==> config.mk <==
export PLATFORM = sky130hd
export DESIGN_NAME = byte_write_sdpram
export DESIGN_NICKNAME = d
export VERILOG_FILES = /design/src/rtl/byte_write_sdpram.sv
export SDC_FILE = /design/constraint.sdc
export NUM_CORES = 1
export LEC_CHECK = 0
export CAP_MARGIN = 15
export CORE_MARGIN = 4
export CORE_UTILIZATION = 30
export DETAILED_ROUTE_END_ITERATION = 7
export GPL_TIMING_DRIVEN = 0
export PLACE_DENSITY = 0.56
export SYNTH_ARGS = -nofsm -noshare
export SYNTH_HDL_FRONTEND = slang
export SYNTH_SLANG_ARGS = --single-unit
==> constraint.sdc <==
create_clock -name clk -period 4.06 [get_ports clk]
set_input_delay 0.406 -clock clk [delete_from_list [all_inputs] [get_ports clk]]
set_output_delay 0.406 -clock clk [all_outputs]
set_load 0.05 [all_outputs]
==> src/rtl/byte_write_sdpram.sv <==
// byte_write_sdpram
// Simple dual-port RAM with one byte-strobed write port and one read port
// on a common clock. Addresses are byte addresses; the word index is taken
// from the bits just above the byte offset, so higher bits alias modulo
// ADDR_DEPTH. Reads pass through a READ_LATENCY-deep pipeline in which
// each stage carries its own valid bit.
//
// Optional feature: define BYTE_WRITE_SDPRAM_RD_WR_FWD_EN for write-first
// behaviour on a same-index read/write collision. This adds a per-byte
// merge of the write data ahead of stage 1. When the macro is undefined,
// a colliding read returns the pre-write word.

module byte_write_sdpram #(
    parameter int ADDR_DEPTH   = 32,
    parameter int ADDR_WIDTH   = 32,
    parameter int DATA_WIDTH   = 32,
    parameter int READ_LATENCY = 2
) (
    input  logic                      clk,
    input  logic                      rst,
    input  logic                      wr_valid,
    input  logic [ADDR_WIDTH-1:0]     wr_address,
    input  logic [DATA_WIDTH-1:0]     wr_data,
    input  logic [DATA_WIDTH/8-1:0]   wr_strb,
    input  logic                      rd_valid,
    input  logic [ADDR_WIDTH-1:0]     rd_address,
    output logic [DATA_WIDTH-1:0]     rd_data,
    output logic                      rd_data_valid
);

    localparam int NUM_BYTES = DATA_WIDTH / 8;
    localparam int ADDR_LSB  = (NUM_BYTES > 1) ? $clog2(NUM_BYTES) : 0;
    localparam int IDX_W     = (ADDR_DEPTH > 1) ? $clog2(ADDR_DEPTH) : 1;

    // ------------------------------------------------------------------
    // Elaboration-time parameter checks
    // ------------------------------------------------------------------
    if ((DATA_WIDTH % 8) != 0) begin : g_chk_data_width
        $error("byte_write_sdpram: DATA_WIDTH must be a multiple of 8");
    end

    if ((ADDR_DEPTH < 2) || ((ADDR_DEPTH & (ADDR_DEPTH - 1)) != 0)) begin : g_chk_depth
        $error("byte_write_sdpram: ADDR_DEPTH must be a power of two and at least 2");
    end

    if ((READ_LATENCY < 1) || (READ_LATENCY > 4)) begin : g_chk_latency
        $error("byte_write_sdpram: READ_LATENCY must be in the range 1..4");
    end

`ifdef BYTE_WRITE_SDPRAM_RD_WR_FWD_EN
    // Per-byte merge: strobed bytes come from new_word, the rest from old_word.
    function automatic logic [DATA_WIDTH-1:0] byte_merge(
        input logic [DATA_WIDTH-1:0] old_word,
        input logic [DATA_WIDTH-1:0] new_word,
        input logic [NUM_BYTES-1:0]  strb
    );
        logic [DATA_WIDTH-1:0] merged;
        merged = old_word;
        for (int b = 0; b < NUM_BYTES; b++) begin
            if (strb[b]) begin
                merged[8*b +: 8] = new_word[8*b +: 8];
            end else begin
                merged[8*b +: 8] = old_word[8*b +: 8];
            end
        end
        return merged;
    endfunction
`endif

    // ------------------------------------------------------------------
    // Storage and address decode
    // ------------------------------------------------------------------
    logic [DATA_WIDTH-1:0]   mem_q [ADDR_DEPTH];

    logic [IDX_W-1:0]        wr_idx_s;
    logic [IDX_W-1:0]        rd_idx_s;
    logic                    wr_en_s;
    logic                    rd_en_s;
    logic [DATA_WIDTH-1:0]   rd_word_s;
    logic [DATA_WIDTH-1:0]   stage1_d;

    logic [DATA_WIDTH-1:0]   stage_data_q [READ_LATENCY];
    logic [READ_LATENCY-1:0] stage_vld_q;
    logic [READ_LATENCY-1:0] stage_vld_d;

    // Byte offset and bits above the index are intentionally ignored.
    logic                    unused_addr_s;
    assign unused_addr_s = ^{wr_address, rd_address};

    assign wr_idx_s  = wr_address[ADDR_LSB +: IDX_W];
    assign rd_idx_s  = rd_address[ADDR_LSB +: IDX_W];

    // Requests presented during reset are discarded.
    assign wr_en_s   = wr_valid & ~rst;
    assign rd_en_s   = rd_valid & ~rst;

    assign rd_word_s = mem_q[rd_idx_s];

    // Byte-enable write into the array; contents are deliberately not reset.
    always_ff @(posedge clk) begin
        if (wr_en_s) begin
            for (int b = 0; b < NUM_BYTES; b++) begin
                if (wr_strb[b]) begin
                    mem_q[wr_idx_s][8*b +: 8] <= wr_data[8*b +: 8];
                end
            end
        end
    end

    // Value captured by stage 1: memory word, optionally merged with a colliding write.
    always_comb begin
        stage1_d = rd_word_s;
`ifdef BYTE_WRITE_SDPRAM_RD_WR_FWD_EN
        if (wr_valid && (wr_idx_s == rd_idx_s)) begin
            stage1_d = byte_merge(rd_word_s, wr_data, wr_strb);
        end else begin
            stage1_d = rd_word_s;
        end
`endif
    end

    // ------------------------------------------------------------------
    // Read pipeline
    // ------------------------------------------------------------------

    // Valid bits shift one stage per cycle; stage 1 takes the new request.
    always_comb begin
        stage_vld_d    = '0;
        stage_vld_d[0] = rd_valid;
        for (int k = 1; k < READ_LATENCY; k++) begin
            stage_vld_d[k] = stage_vld_q[k-1];
        end
    end

    // Stage registers: reset clears valids and data, data loads only behind a valid.
    always_ff @(posedge clk) begin
        if (rst) begin
            stage_vld_q <= '0;
            for (int k = 0; k < READ_LATENCY; k++) begin
                stage_data_q[k] <= '0;
            end
        end else begin
            stage_vld_q <= stage_vld_d;
            if (rd_en_s) begin
                stage_data_q[0] <= stage1_d;
            end
            for (int k = 1; k < READ_LATENCY; k++) begin
                if (stage_vld_q[k-1]) begin
                    stage_data_q[k] <= stage_data_q[k-1];
                end
            end
        end
    end

    // The last stage drives the outputs directly and holds between results.
    assign rd_data       = stage_data_q[READ_LATENCY-1];
    assign rd_data_valid = stage_vld_q[READ_LATENCY-1];

endmodule

==> metrics.md <==
| Metric | Value |
|---|---|
| Final setup violation count | `0` |
| Via count | `20900` |
| CP max FO | `10` |
| H-tree Lvls | `3` |
| Cts repair resizes | `0` |
| Power, Total | `between 20000 and 25000 uW` |
| Overall routed net length | `116000 um` |
| Peak supply drop | `between 300 and 400 uV` |
| Leakage | `0.0156 uW` |
| Switch share | `0.216` |
| RSZ-0062 raised after global routing | `no` |
| Routed WL per cell | `approximately 28 um` |
| HP Class | `input pin to register` |
| Failing checks | `design-rule violations` |
| WS Path Type | `input pin to register` |
| Most frequent cells in the layout | `edfxtp_1, mux4_2, nor2_1` |
| Initial Utilization | `0.303` |
| CTS Hold Buffers Added | `0` |
| Synthesized-area fraction occupied by adder cells | `0` |
| Mux share of post-synthesis cell area | `0.149` |
| Drt first pass iters | `8` |
| Overall routing resource usage | `0.155` |
| DRC | `12` |
| Combinational power share | `0.061` |
| Netlist cell types | `32` |
| Die ar. | `0.147 mm^2` |
| Post-CTS Setup Inserts | `0` |
| Register area share after synthesis | `0.772` |
| Clk_skew | `0.0321 ns` |
| Antenna Nets Post-Route | `0` |
| Post-synth top area share | `0.772` |
| Simple-gate area share of the yosys netlist | `0.0246` |
| Main flop type after synthesis | `edfxtp_1` |
| CTS root buf | `clkbuf_16` |
| Largest family of logic cells by synthesized area | `multiplexers` |
| Worst-Margin Slew | `1.29 ns` |
| Clock sink count | `1090` |
| Drt first-iter violations | `2749` |
| Final min period | `3.17 ns` |
| Most common cell after layout, fill and taps aside | `edfxtp_1` |
| Total grt overflow | `0` |
| Post-synth EDFFs | `1088` |
| Share of cells above drive strength 1 | `0.231` |
| Worst-skew pair later-pin latency | `slightly below 0.7 ns` |
| Synth area leaders | `edfxtp_1, mux4_2, mux2i_1, nor2_1, a221oi_2` |
| Pwr/cell area | `about 480 mW/mm^2` |
| Core area | `0.140 mm^2` |
| Startpoint types | `input pin` |
| Min setup slack post-route | `just under 0.9 ns` |
| Vias per cell | `5.00` |
| Synthesized area | `about 0.042 mm^2` |
| Hold Fails Final Rpt | `0` |
| Largest area contributor in the netlist | `edfxtp_1` |
| Fin cells | `roughly 4200` |
| Max Slew Vio Count | `0` |
| Internal power | `18700 uW` |
| Post-Syn Nets | `2088` |
| IO Pins | `~140` |
| CP endpoint kind | `register` |
| Area grow syn2layout | `17.2%` |
| Crit path DAT | `3.63 ns` |
| Complex-gate fraction of the synthesized area | `0.0312` |
| Number of global-route vias before repair | `21600` |
| CTS buffer count | `111` |
| Slew headroom | `0.139` |
| Die H | `between 300 and 400 um` |
| Fmax | `316 MHz` |
| Status | `finished with violations` |
| Buffers on Ports | `78` |
| Setup TNS | `0 ns` |
| Die width | `384 um` |
| # rows | `137` |
| FF+latch count, synth | `roughly 1100` |
| Clock tree from TritonCTS | `built` |
| Detailed Place HPWL | `78400 um` |
| Dpl ws | `0.0825 ns` |
| Fin crit share | `0.780` |
| Syn avg cell area | `21.3 um^2` |
| Final #Nets | `2308` |
| Net Sw Power | `5150 uW` |
| Max-capacitance violation count | `0` |
| Async S/R FF share, synth | `0` |
| Clk buf depth | `3` |
| Synth Area in XOR/XNOR | `0` |
| Final GP Congestion | `roughly 0.8` |
| First-pass GRT wire length | `161000 um` |
| Syn. warnings | `0` |
| FILL cells | `12900` |
| Clk pin slew, worst setup/hold paths | `0.06 ns` |
| Seq pwr share | `0.525` |
| Cell count after synthesis | `1984` |
| Initial antenna violation count | `10` |
| Pin count of the biggest net entering global routing | `33` |
| CP required | `4.52 ns` |
| Share of total power in the clock network | `0.414` |
| Dpl cells | `3940` |
==> final timing paths <==
path	cells past startpoint	slack (ns)	start	end
hold reg to reg	1	0.48	stage_vld_q[0]	stage_vld_q[1]
setup reg to reg	6	1.32	stage_vld_q[0]	stage_data_q[0][16]
hold / removal	2	0.36	rd_valid	stage_vld_q[0]
setup / recovery	7	0.89	rd_address[5]	stage_data_q[0][29]
==> Yosys cell counts (31+ instances only) <==
master and instances:
nand2_1 49, a31oi_1 32, mux2i_1 128, buf_4 47, a221o_1 32, edfxtp_1 1088, mux4_2 224, nor2_1 135
and2_1 34, a22oi_1 32, buf_2 31, clkbuf_1 40
==> per-layer routing <==
metal / GRT usage / wire, um / share of wire / vias up
li1: - / - / - / 8665
met1: 0.199 / 45700 / 0.39 / 11000
met2: 0.253 / 56200 / 0.48 / 937
met3: 0.0455 / 10600 / 0.092 / 249
met4: 0.0478 / 3510 / 0.030 / 6
met5: 0.00529 / 133 / 0.0011 / -
==> power by group through the flow <==
stage                     logic, uW  clock network (uW)  registers [uW]
after floorplan                 756                   0           12700
after global placement         1350                   0           12800
after detailed placement       1390                   0           12800
after CTS                      1390               10000           12500
after global routing           1520               10500           12500
final                          1450                9850           12500
==> kinds of logic (layout without fill, tap and decap cells) <==
family                 after synthesis  in the layout
flip-flops                        1090           1090
multiplexers                       352            352
AND/OR/NAND/NOR                    237            237
AO/OA/AOI/OAI                      154            154
buffers and inverters              151            460
other                                0              5
==> per-stage QoR <==
| stage | hold slack, ns | util | instance area, um^2 |
|---|---|---|---|
| 3_5_place_dp | 0.468 | 0.325 | 45500 |
| 3_3_place_gp | 0.467 | 0.325 | 45500 |
| 4_1_cts | 0.309 | 0.350 | 49000 |
| 5_1_grt | 0.363 | 0.355 | 49600 |
| 2_1_floorplan | 0.452 | - | 42300 |
| 6_report | 0.358 | 0.355 | 49600 |
==> state kept, by name, indices dropped and copies added, names as in the netlist <==
register and cells:
stage_data_q 64, mem_q 1024, stage_vld_q 2
==> critical path, cell delays in order <==
cell and delay, ns:
clkdlybuf4s50_1 0.58, clkbuf_1 0.55, nor2b_1 0.23, buf_1 0.55, clkbuf_1 0.68, a22oi_1 0.27, a31oi_1 0.34
==> final cells by class <==
type | instances | area, um^2 | area share
plain buffers | 150 | 941 | 0.0190
inverters | 1 | 3.75 | 0.0000756
multi-input cells | 743 | 8690 | 0.175
well taps | 1876 | 2350 | 0.0473
flip-flops and latches | 1090 | 32700 | 0.659
diodes | 5 | 12.5 | 0.000252
clock inverters | 70 | 547 | 0.0110
repair buffers | 107 | 1440 | 0.0289
clock buffers | 132 | 2940 | 0.0593
Power figures use the tool's default switching activity.
